File: config.mk
export PLATFORM = sky130hd
export DESIGN_NAME = mem_controller_flat
export DESIGN_NICKNAME = d
export VERILOG_FILES = /design/src/rtl/mem_controller_if.sv /design/src/rtl/mem_controller.sv /design/src/flat_wrapper.sv
export SDC_FILE = /design/constraint.sdc
export NUM_CORES = 1
export LEC_CHECK = 0
export ABC_CLOCK_PERIOD_IN_PS = 2200
export BUFFER_PORTS_ARGS = -buffer_cell sky130_fd_sc_hd__buf_2
export CAP_MARGIN = 10
export CORE_ASPECT_RATIO = 0.8
export CORE_MARGIN = 2
export CORE_UTILIZATION = 45
export DETAILED_ROUTE_END_ITERATION = 7
export PLACE_DENSITY = 0.83
export SLEW_MARGIN = 0
export SYNTH_ARGS = -nofsm -noshare
export SYNTH_HDL_FRONTEND = slang
export SYNTH_SLANG_ARGS = --single-unit
File: constraint.sdc
create_clock -name clk -period 2.2 [get_ports clk]
set_input_delay 0.44 -clock clk [delete_from_list [all_inputs] [get_ports clk]]
set_output_delay 0.44 -clock clk [all_outputs]
set_load 0.01 [all_outputs]
File: src/rtl/mem_controller_if.sv
// Bus bundle between the core, mem_controller and main_memory.
// The slave modport is the controller's view; master is the core/memory side.
interface mem_controller_if #(
    parameter int DATA_W = 16,
    parameter int ADDR_W = 16
);
    logic              req_valid;
    logic              req_ready;
    logic              req_write;
    logic              req_burst;
    logic [ADDR_W-1:0] req_addr;
    logic [DATA_W-1:0] req_wdata;

    logic              resp_valid;
    logic [DATA_W-1:0] resp_data;
    logic              resp_last;

    logic [ADDR_W-1:0] mem_address;
    logic [DATA_W-1:0] mem_data_in;
    logic              mem_write_enable;
    logic              mem_read_enable;
    logic [DATA_W-1:0] mem_data_out;

    modport slave (
        input  req_valid, req_write, req_burst, req_addr, req_wdata, mem_data_out,
        output req_ready, resp_valid, resp_data, resp_last,
               mem_address, mem_data_in, mem_write_enable, mem_read_enable
    );

    modport master (
        output req_valid, req_write, req_burst, req_addr, req_wdata, mem_data_out,
        input  req_ready, resp_valid, resp_data, resp_last,
               mem_address, mem_data_in, mem_write_enable, mem_read_enable
    );
endinterface

File: src/rtl/mem_controller.sv
// Core-to-memory access unit: single load/store and fixed-length burst reads,
// absorbing the memory's one-cycle registered read latency.
module mem_controller #(
    parameter int DATA_W    = 16,
    parameter int ADDR_W    = 16,
    parameter int BURST_LEN = 4
) (
    input  logic               clk,
    input  logic               reset,
    mem_controller_if.slave    bus
);
    localparam int CNT_W = $clog2(BURST_LEN + 1);

    typedef enum logic [1:0] {
        IDLE  = 2'd0,
        WRITE = 2'd1,
        READ  = 2'd2,
        DRAIN = 2'd3
    } state_t;

    state_t            r_state;
    state_t            w_state_nxt;
    logic [ADDR_W-1:0] r_addr;
    logic [ADDR_W-1:0] w_addr_nxt;
    logic [DATA_W-1:0] r_wdata;
    logic [DATA_W-1:0] w_wdata_nxt;
    logic              r_we;
    logic              w_we_nxt;
    logic              r_re;
    logic              w_re_nxt;
    logic [CNT_W-1:0]  r_beats;
    logic [CNT_W-1:0]  w_beats_nxt;
    logic              r_rd_pend;
    logic              w_rd_pend_nxt;
    logic              r_rd_last;
    logic              w_rd_last_nxt;
    logic              r_resp_valid;
    logic              w_resp_valid_nxt;
    logic              r_resp_last;
    logic              w_resp_last_nxt;
    logic [DATA_W-1:0] r_resp_data;
    logic [DATA_W-1:0] w_resp_data_nxt;
    logic              w_req_ready;

    assign w_req_ready = (r_state == IDLE);

    // Next-state, memory pin and response computation.
    always_comb begin
        w_state_nxt      = r_state;
        w_addr_nxt       = r_addr;
        w_wdata_nxt      = r_wdata;
        w_we_nxt         = r_we;
        w_re_nxt         = r_re;
        w_beats_nxt      = r_beats;
        // The memory samples whatever enable is presented at this edge.
        w_rd_pend_nxt    = r_re;
        w_rd_last_nxt    = r_re && (r_beats == CNT_W'(1));
        w_resp_valid_nxt = 1'b0;
        w_resp_last_nxt  = 1'b0;
        w_resp_data_nxt  = r_resp_data;

        if (r_rd_pend) begin
            w_resp_valid_nxt = 1'b1;
            w_resp_last_nxt  = r_rd_last;
            w_resp_data_nxt  = bus.mem_data_out;
        end else if (r_state == WRITE) begin
            w_resp_valid_nxt = 1'b1;
            w_resp_last_nxt  = 1'b1;
            w_resp_data_nxt  = {DATA_W{1'b0}};
        end else begin
            w_resp_valid_nxt = 1'b0;
            w_resp_last_nxt  = 1'b0;
        end

        case (r_state)
            IDLE: begin
                if (bus.req_valid && w_req_ready) begin
                    w_addr_nxt  = bus.req_addr;
                    w_wdata_nxt = bus.req_wdata;
                    if (bus.req_write) begin
                        w_we_nxt    = 1'b1;
                        w_state_nxt = WRITE;
                    end else begin
                        w_re_nxt    = 1'b1;
                        w_beats_nxt = bus.req_burst ? CNT_W'(BURST_LEN) : CNT_W'(1);
                        w_state_nxt = READ;
                    end
                end else begin
                    w_state_nxt = IDLE;
                end
            end
            WRITE: begin
                w_we_nxt    = 1'b0;
                w_re_nxt    = 1'b0;
                w_state_nxt = IDLE;
            end
            READ: begin
                if (r_beats == CNT_W'(1)) begin
                    w_re_nxt    = 1'b0;
                    w_beats_nxt = CNT_W'(0);
                    w_state_nxt = DRAIN;
                end else begin
                    w_addr_nxt  = r_addr + ADDR_W'(1);
                    w_beats_nxt = r_beats - CNT_W'(1);
                    w_state_nxt = READ;
                end
            end
            DRAIN: begin
                w_state_nxt = IDLE;
            end
            default: begin
                w_we_nxt    = 1'b0;
                w_re_nxt    = 1'b0;
                w_beats_nxt = CNT_W'(0);
                w_state_nxt = IDLE;
            end
        endcase
    end

    // State and datapath registers; reset aborts any burst in flight.
    always_ff @(posedge clk or posedge reset) begin
        if (reset) begin
            r_state      <= IDLE;
            r_addr       <= {ADDR_W{1'b0}};
            r_wdata      <= {DATA_W{1'b0}};
            r_we         <= 1'b0;
            r_re         <= 1'b0;
            r_beats      <= CNT_W'(0);
            r_rd_pend    <= 1'b0;
            r_rd_last    <= 1'b0;
            r_resp_valid <= 1'b0;
            r_resp_last  <= 1'b0;
            r_resp_data  <= {DATA_W{1'b0}};
        end else begin
            r_state      <= w_state_nxt;
            r_addr       <= w_addr_nxt;
            r_wdata      <= w_wdata_nxt;
            r_we         <= w_we_nxt;
            r_re         <= w_re_nxt;
            r_beats      <= w_beats_nxt;
            r_rd_pend    <= w_rd_pend_nxt;
            r_rd_last    <= w_rd_last_nxt;
            r_resp_valid <= w_resp_valid_nxt;
            r_resp_last  <= w_resp_last_nxt;
            r_resp_data  <= w_resp_data_nxt;
        end
    end

    assign bus.req_ready        = w_req_ready;
    assign bus.resp_valid       = r_resp_valid;
    assign bus.resp_last        = r_resp_last;
    assign bus.resp_data        = r_resp_data;
    assign bus.mem_address      = r_addr;
    assign bus.mem_data_in      = r_wdata;
    assign bus.mem_write_enable = r_we;
    assign bus.mem_read_enable  = r_re;
endmodule

File: src/flat_wrapper.sv
// flat-port wrapper written by rule: the top's interface ports become plain ports
module mem_controller_flat 
#(
    parameter int DATA_W    = 16,
    parameter int ADDR_W    = 16,
    parameter int BURST_LEN = 4
)
  (clk, reset, bus_req_valid, bus_req_write, bus_req_burst, bus_req_addr, bus_req_wdata, bus_mem_data_out, bus_req_ready, bus_resp_valid, bus_resp_data, bus_resp_last, bus_mem_address, bus_mem_data_in, bus_mem_write_enable, bus_mem_read_enable);
  mem_controller_if #(.DATA_W(DATA_W), .ADDR_W(ADDR_W)) bus_i ();
  input  logic clk;
  input  logic reset;
  input wire logic [$bits(bus_i.req_valid)-1:0] bus_req_valid;
  input wire logic [$bits(bus_i.req_write)-1:0] bus_req_write;
  input wire logic [$bits(bus_i.req_burst)-1:0] bus_req_burst;
  input wire logic [$bits(bus_i.req_addr)-1:0] bus_req_addr;
  input wire logic [$bits(bus_i.req_wdata)-1:0] bus_req_wdata;
  input wire logic [$bits(bus_i.mem_data_out)-1:0] bus_mem_data_out;
  output wire logic [$bits(bus_i.req_ready)-1:0] bus_req_ready;
  output wire logic [$bits(bus_i.resp_valid)-1:0] bus_resp_valid;
  output wire logic [$bits(bus_i.resp_data)-1:0] bus_resp_data;
  output wire logic [$bits(bus_i.resp_last)-1:0] bus_resp_last;
  output wire logic [$bits(bus_i.mem_address)-1:0] bus_mem_address;
  output wire logic [$bits(bus_i.mem_data_in)-1:0] bus_mem_data_in;
  output wire logic [$bits(bus_i.mem_write_enable)-1:0] bus_mem_write_enable;
  output wire logic [$bits(bus_i.mem_read_enable)-1:0] bus_mem_read_enable;
  assign bus_i.req_valid = bus_req_valid;
  assign bus_i.req_write = bus_req_write;
  assign bus_i.req_burst = bus_req_burst;
  assign bus_i.req_addr = bus_req_addr;
  assign bus_i.req_wdata = bus_req_wdata;
  assign bus_i.mem_data_out = bus_mem_data_out;
  assign bus_req_ready = bus_i.req_ready;
  assign bus_resp_valid = bus_i.resp_valid;
  assign bus_resp_data = bus_i.resp_data;
  assign bus_resp_last = bus_i.resp_last;
  assign bus_mem_address = bus_i.mem_address;
  assign bus_mem_data_in = bus_i.mem_data_in;
  assign bus_mem_write_enable = bus_i.mem_write_enable;
  assign bus_mem_read_enable = bus_i.mem_read_enable;
  mem_controller #(.DATA_W(DATA_W), .ADDR_W(ADDR_W), .BURST_LEN(BURST_LEN)) u_core (.clk(clk), .reset(reset), .bus(bus_i));
endmodule
==> impl_metrics.env <==
export IMPL_root_buffer="clkbuf_8"
export IMPL_syn_area_mm2=0.00285
export IMPL_areaGrowthSynthToFinish_pct=28.9
export IMPL_nNetsFinal=443
export IMPL_synth_common_cells="dfrtp_1 (59), nand2_1 (29), mux2_2 (18)"
export IMPL_leakage_nw=1.76
export IMPL_power_internal_mw=3.21
export IMPL_netlist_top_cells_area="dfrtp_1 (52%), mux2_2 (7.1%), nand2_1 (3.8%)"
export IMPL_dieArea_mm2=0.00700
export IMPL_grt_pass1_vias=2254
export IMPL_syn_num_nets=333
export IMPL_die_h_um=75.2
export IMPL_async_flop_share_pct=100
export IMPL_synth_largest_area_cell="dfrtp_1"
export IMPL_synth_warnings=0
export IMPL_vias=2527
export IMPL_stdcell_area_mm2=0.00368
export IMPL_worstSetupPathType="flop to flop"
export IMPL_place_area_mm2=0.00349
export IMPL_drtAntennaViolNets=0
export IMPL_cts_resized_gates=0
export IMPL_cp_slowest_stage_delay_ns=0.46
export IMPL_post_cts_buffers=0
export IMPL_reg2reg_depth=6
export IMPL_pin_count=106
export IMPL_sw_frac_of_total_pct=40.3
export IMPL_synth_top_area_share_pct=51.7
export IMPL_rr_startpoint="u_core.r_state[0]"
export IMPL_h_tree_depth=3
export IMPL_peakVddDrop_mv=0.706
export IMPL_gp_congestion=0.883
export IMPL_fin_crit_sh_pct=90.6
export IMPL_finalMaxSlewViolations=0
export IMPL_core_mm2=0.00601
export IMPL_maxCapViolations=0
export IMPL_nFillCells=507
export IMPL_ys_seq_area_share_pct=51.7
export IMPL_fin_setup_tns_ns=0
export IMPL_finalNonFillerCells=468
export IMPL_finalPower_mw=5.37
export IMPL_grt_pass1_wl_mm=10.7
export IMPL_rows=25
export IMPL_crit_path_top_delay_cell="o22ai_1"
export IMPL_clock_sinks=59
export IMPL_multi_input_area_mm2=0.00129
export IMPL_cp_required_ns=2.41
export IMPL_firstDrtPassIters=4
export IMPL_synth_seq_cells=59
export IMPL_yosysUniqueCellTypes=44
export IMPL_setup_violations=0
export IMPL_portBuffers=105
export IMPL_grt_max_degree=60
export IMPL_end_kind="flop"
export IMPL_yosysMostFrequentCell="dfrtp_1"
export IMPL_crit_top_cell="inv_1"
export IMPL_place_ws_ns=0.229
export IMPL_fp_dieW_um=93.0
export IMPL_cts_tree="yes"
export IMPL_place_inst=452
export IMPL_hold_viol=0
export IMPL_crit_arrival_ns=2.21
export IMPL_p_per_area_mw_per_mm2=1460
export IMPL_overflow=0
export IMPL_routed_wirelength_mm=6.75
export IMPL_min_period_ns=1.99
export IMPL_r2r_slack_ns=0.21
export IMPL_crit_start="u_core.r_state[0]"
export IMPL_power_frac_comb_pct=44.7
export IMPL_track_usage_pct=19.8
export IMPL_min_path_type="input pin to asynchronous set/reset pin"
export IMPL_setup_ws_ns=0.206
export IMPL_wl_per_cell_um=14.4
export IMPL_holdBufCountCts=0
export IMPL_syn_avg_cell_area_um2=10.5
export IMPL_rsz0062_at_grt="false"
export IMPL_crit_path_max_fanout=11
export IMPL_synth_edf_count=0
export IMPL_finish_utilization_pct=61.3
export IMPL_max_slew_worst_pin_slew_ns=0.546
export IMPL_cts_buffer_depth=2
export IMPL_drt_iter0_drc=163
export IMPL_cts_buffers=9
export IMPL_hpwl_mm=4.83
export IMPL_netlist_instances=272
export IMPL_power_switching_mw=2.16
export IMPL_clk_pin_slew_ns=0.07
export IMPL_vias_per_cell=5.40
export IMPL_worstPathCellList="inv_1, ha_1, inv_1, o22ai_1, o21ai_1, a22o_1"
export IMPL_ff_latch_area_mm2=0.00148
export IMPL_power_frac_clock_pct=17.9
export IMPL_synth_ff_type="dfrtp_1"
export IMPL_antennaDiodeCount=0
export IMPL_max_freq_ghz=0.502
export IMPL_whs_ns=0.160
export IMPL_slew_limit_headroom_pct=63.5
export IMPL_drcViolationCount=0
export IMPL_p_seq_share_pct=37.4
export IMPL_skew_ns=0.00704
export IMPL_antenna_found_initial=0
export IMPL_startpoint_type="flop"
export IMPL_start_util_pct=47.5
export IMPL_insertion_delay_ns=0.33
export IMPL_outcome="completed"
export IMPL_post_route_cells_drive_above_1_share_pct=39.3
## cell type report
| class | instances | share of cell area (%) |
|---|---|---|
| clock inverter | 5 | 1.43 |
| sequential | 59 | 40.1 |
| multi-input combinational | 191 | 35.0 |
| timing repair buffer | 111 | 15.8 |
| inverter | 10 | 1.02 |
| clock buffer | 11 | 3.84 |
| tap | 81 | 2.75 |
## placed cells by master (no fill, tap or decap), drive strengths merged, types with 2 or more instances in the layout
master	instances
buf	111
dfrtp	59
nand2	30
o21ai	21
mux2	19
nand3	16
nand2b	15
nor2	12
clkbuf	11
inv	10
a21oi	9
ha	8
o22ai	6
a22o	5
a22oi	5
nand4	5
nor3	4
and2	4
mux2i	3
o311a	3
clkinv	3
nor4	3
a31oi	2
nand4b	2
o211ai	2
and4	2
a2bb2oi	2
and3	2
o22a	2
nand3b	2
## layer usage
layer	global-route usage, %	wire length, um
met1	27.1	2900
met2	30.0	3160
met3	8.21	639
met4	3.92	44
met5	0	0
## power groups by stage
stage | logic [mW] | registers (mW) | clock network (mW)
final | 2.40 | 2.01 | 0.962
after CTS | 2.42 | 2.00 | 0.993
after floorplan | 1.42 | 2.14 | 0
after global routing | 2.67 | 2.08 | 1.06
after detailed placement | 2.41 | 2.01 | 0
after global placement | 2.34 | 1.99 | 0
## state kept, by name, summed over array words and instances, names as in the netlist, 2 cells and up
register / cells
u_core.bus.mem_address: 16
u_core.bus.mem_data_in: 16
u_core.bus.resp_data: 16
u_core.r_beats: 3
u_core.r_state: 2
## kinds of logic after synthesis
family	Yosys count	synth area share, %
adders and majority gates	8	3.51
muxes	22	8.68
DFF	59	51.7
and+or+nand+nor	99	18.8
buffers and inverters	22	3.16
AOI/OAI and AO/OA	62	14.1
## worst max-delay path: cells and delay by family, from the launching register on
family / cells / cell delay [ns]
AOI/OAI and AO/OA: 3 / 0.78
adders and majority gates: 1 / 0.32
buffers and inverters: 2 / 0.37
DFF: 1 / 0.40
## worst paths after layout
check,to
max reg2reg,u_core.r_beats[2]
max,u_core.r_beats[2]
max in group asynchronous,u_core.bus.mem_address[14]
min reg2reg,u_core.r_rd_pend
min,u_core.bus.resp_data[2]
min in group clk,u_core.bus.resp_data[11]
Power figures use the tool's default switching activity.
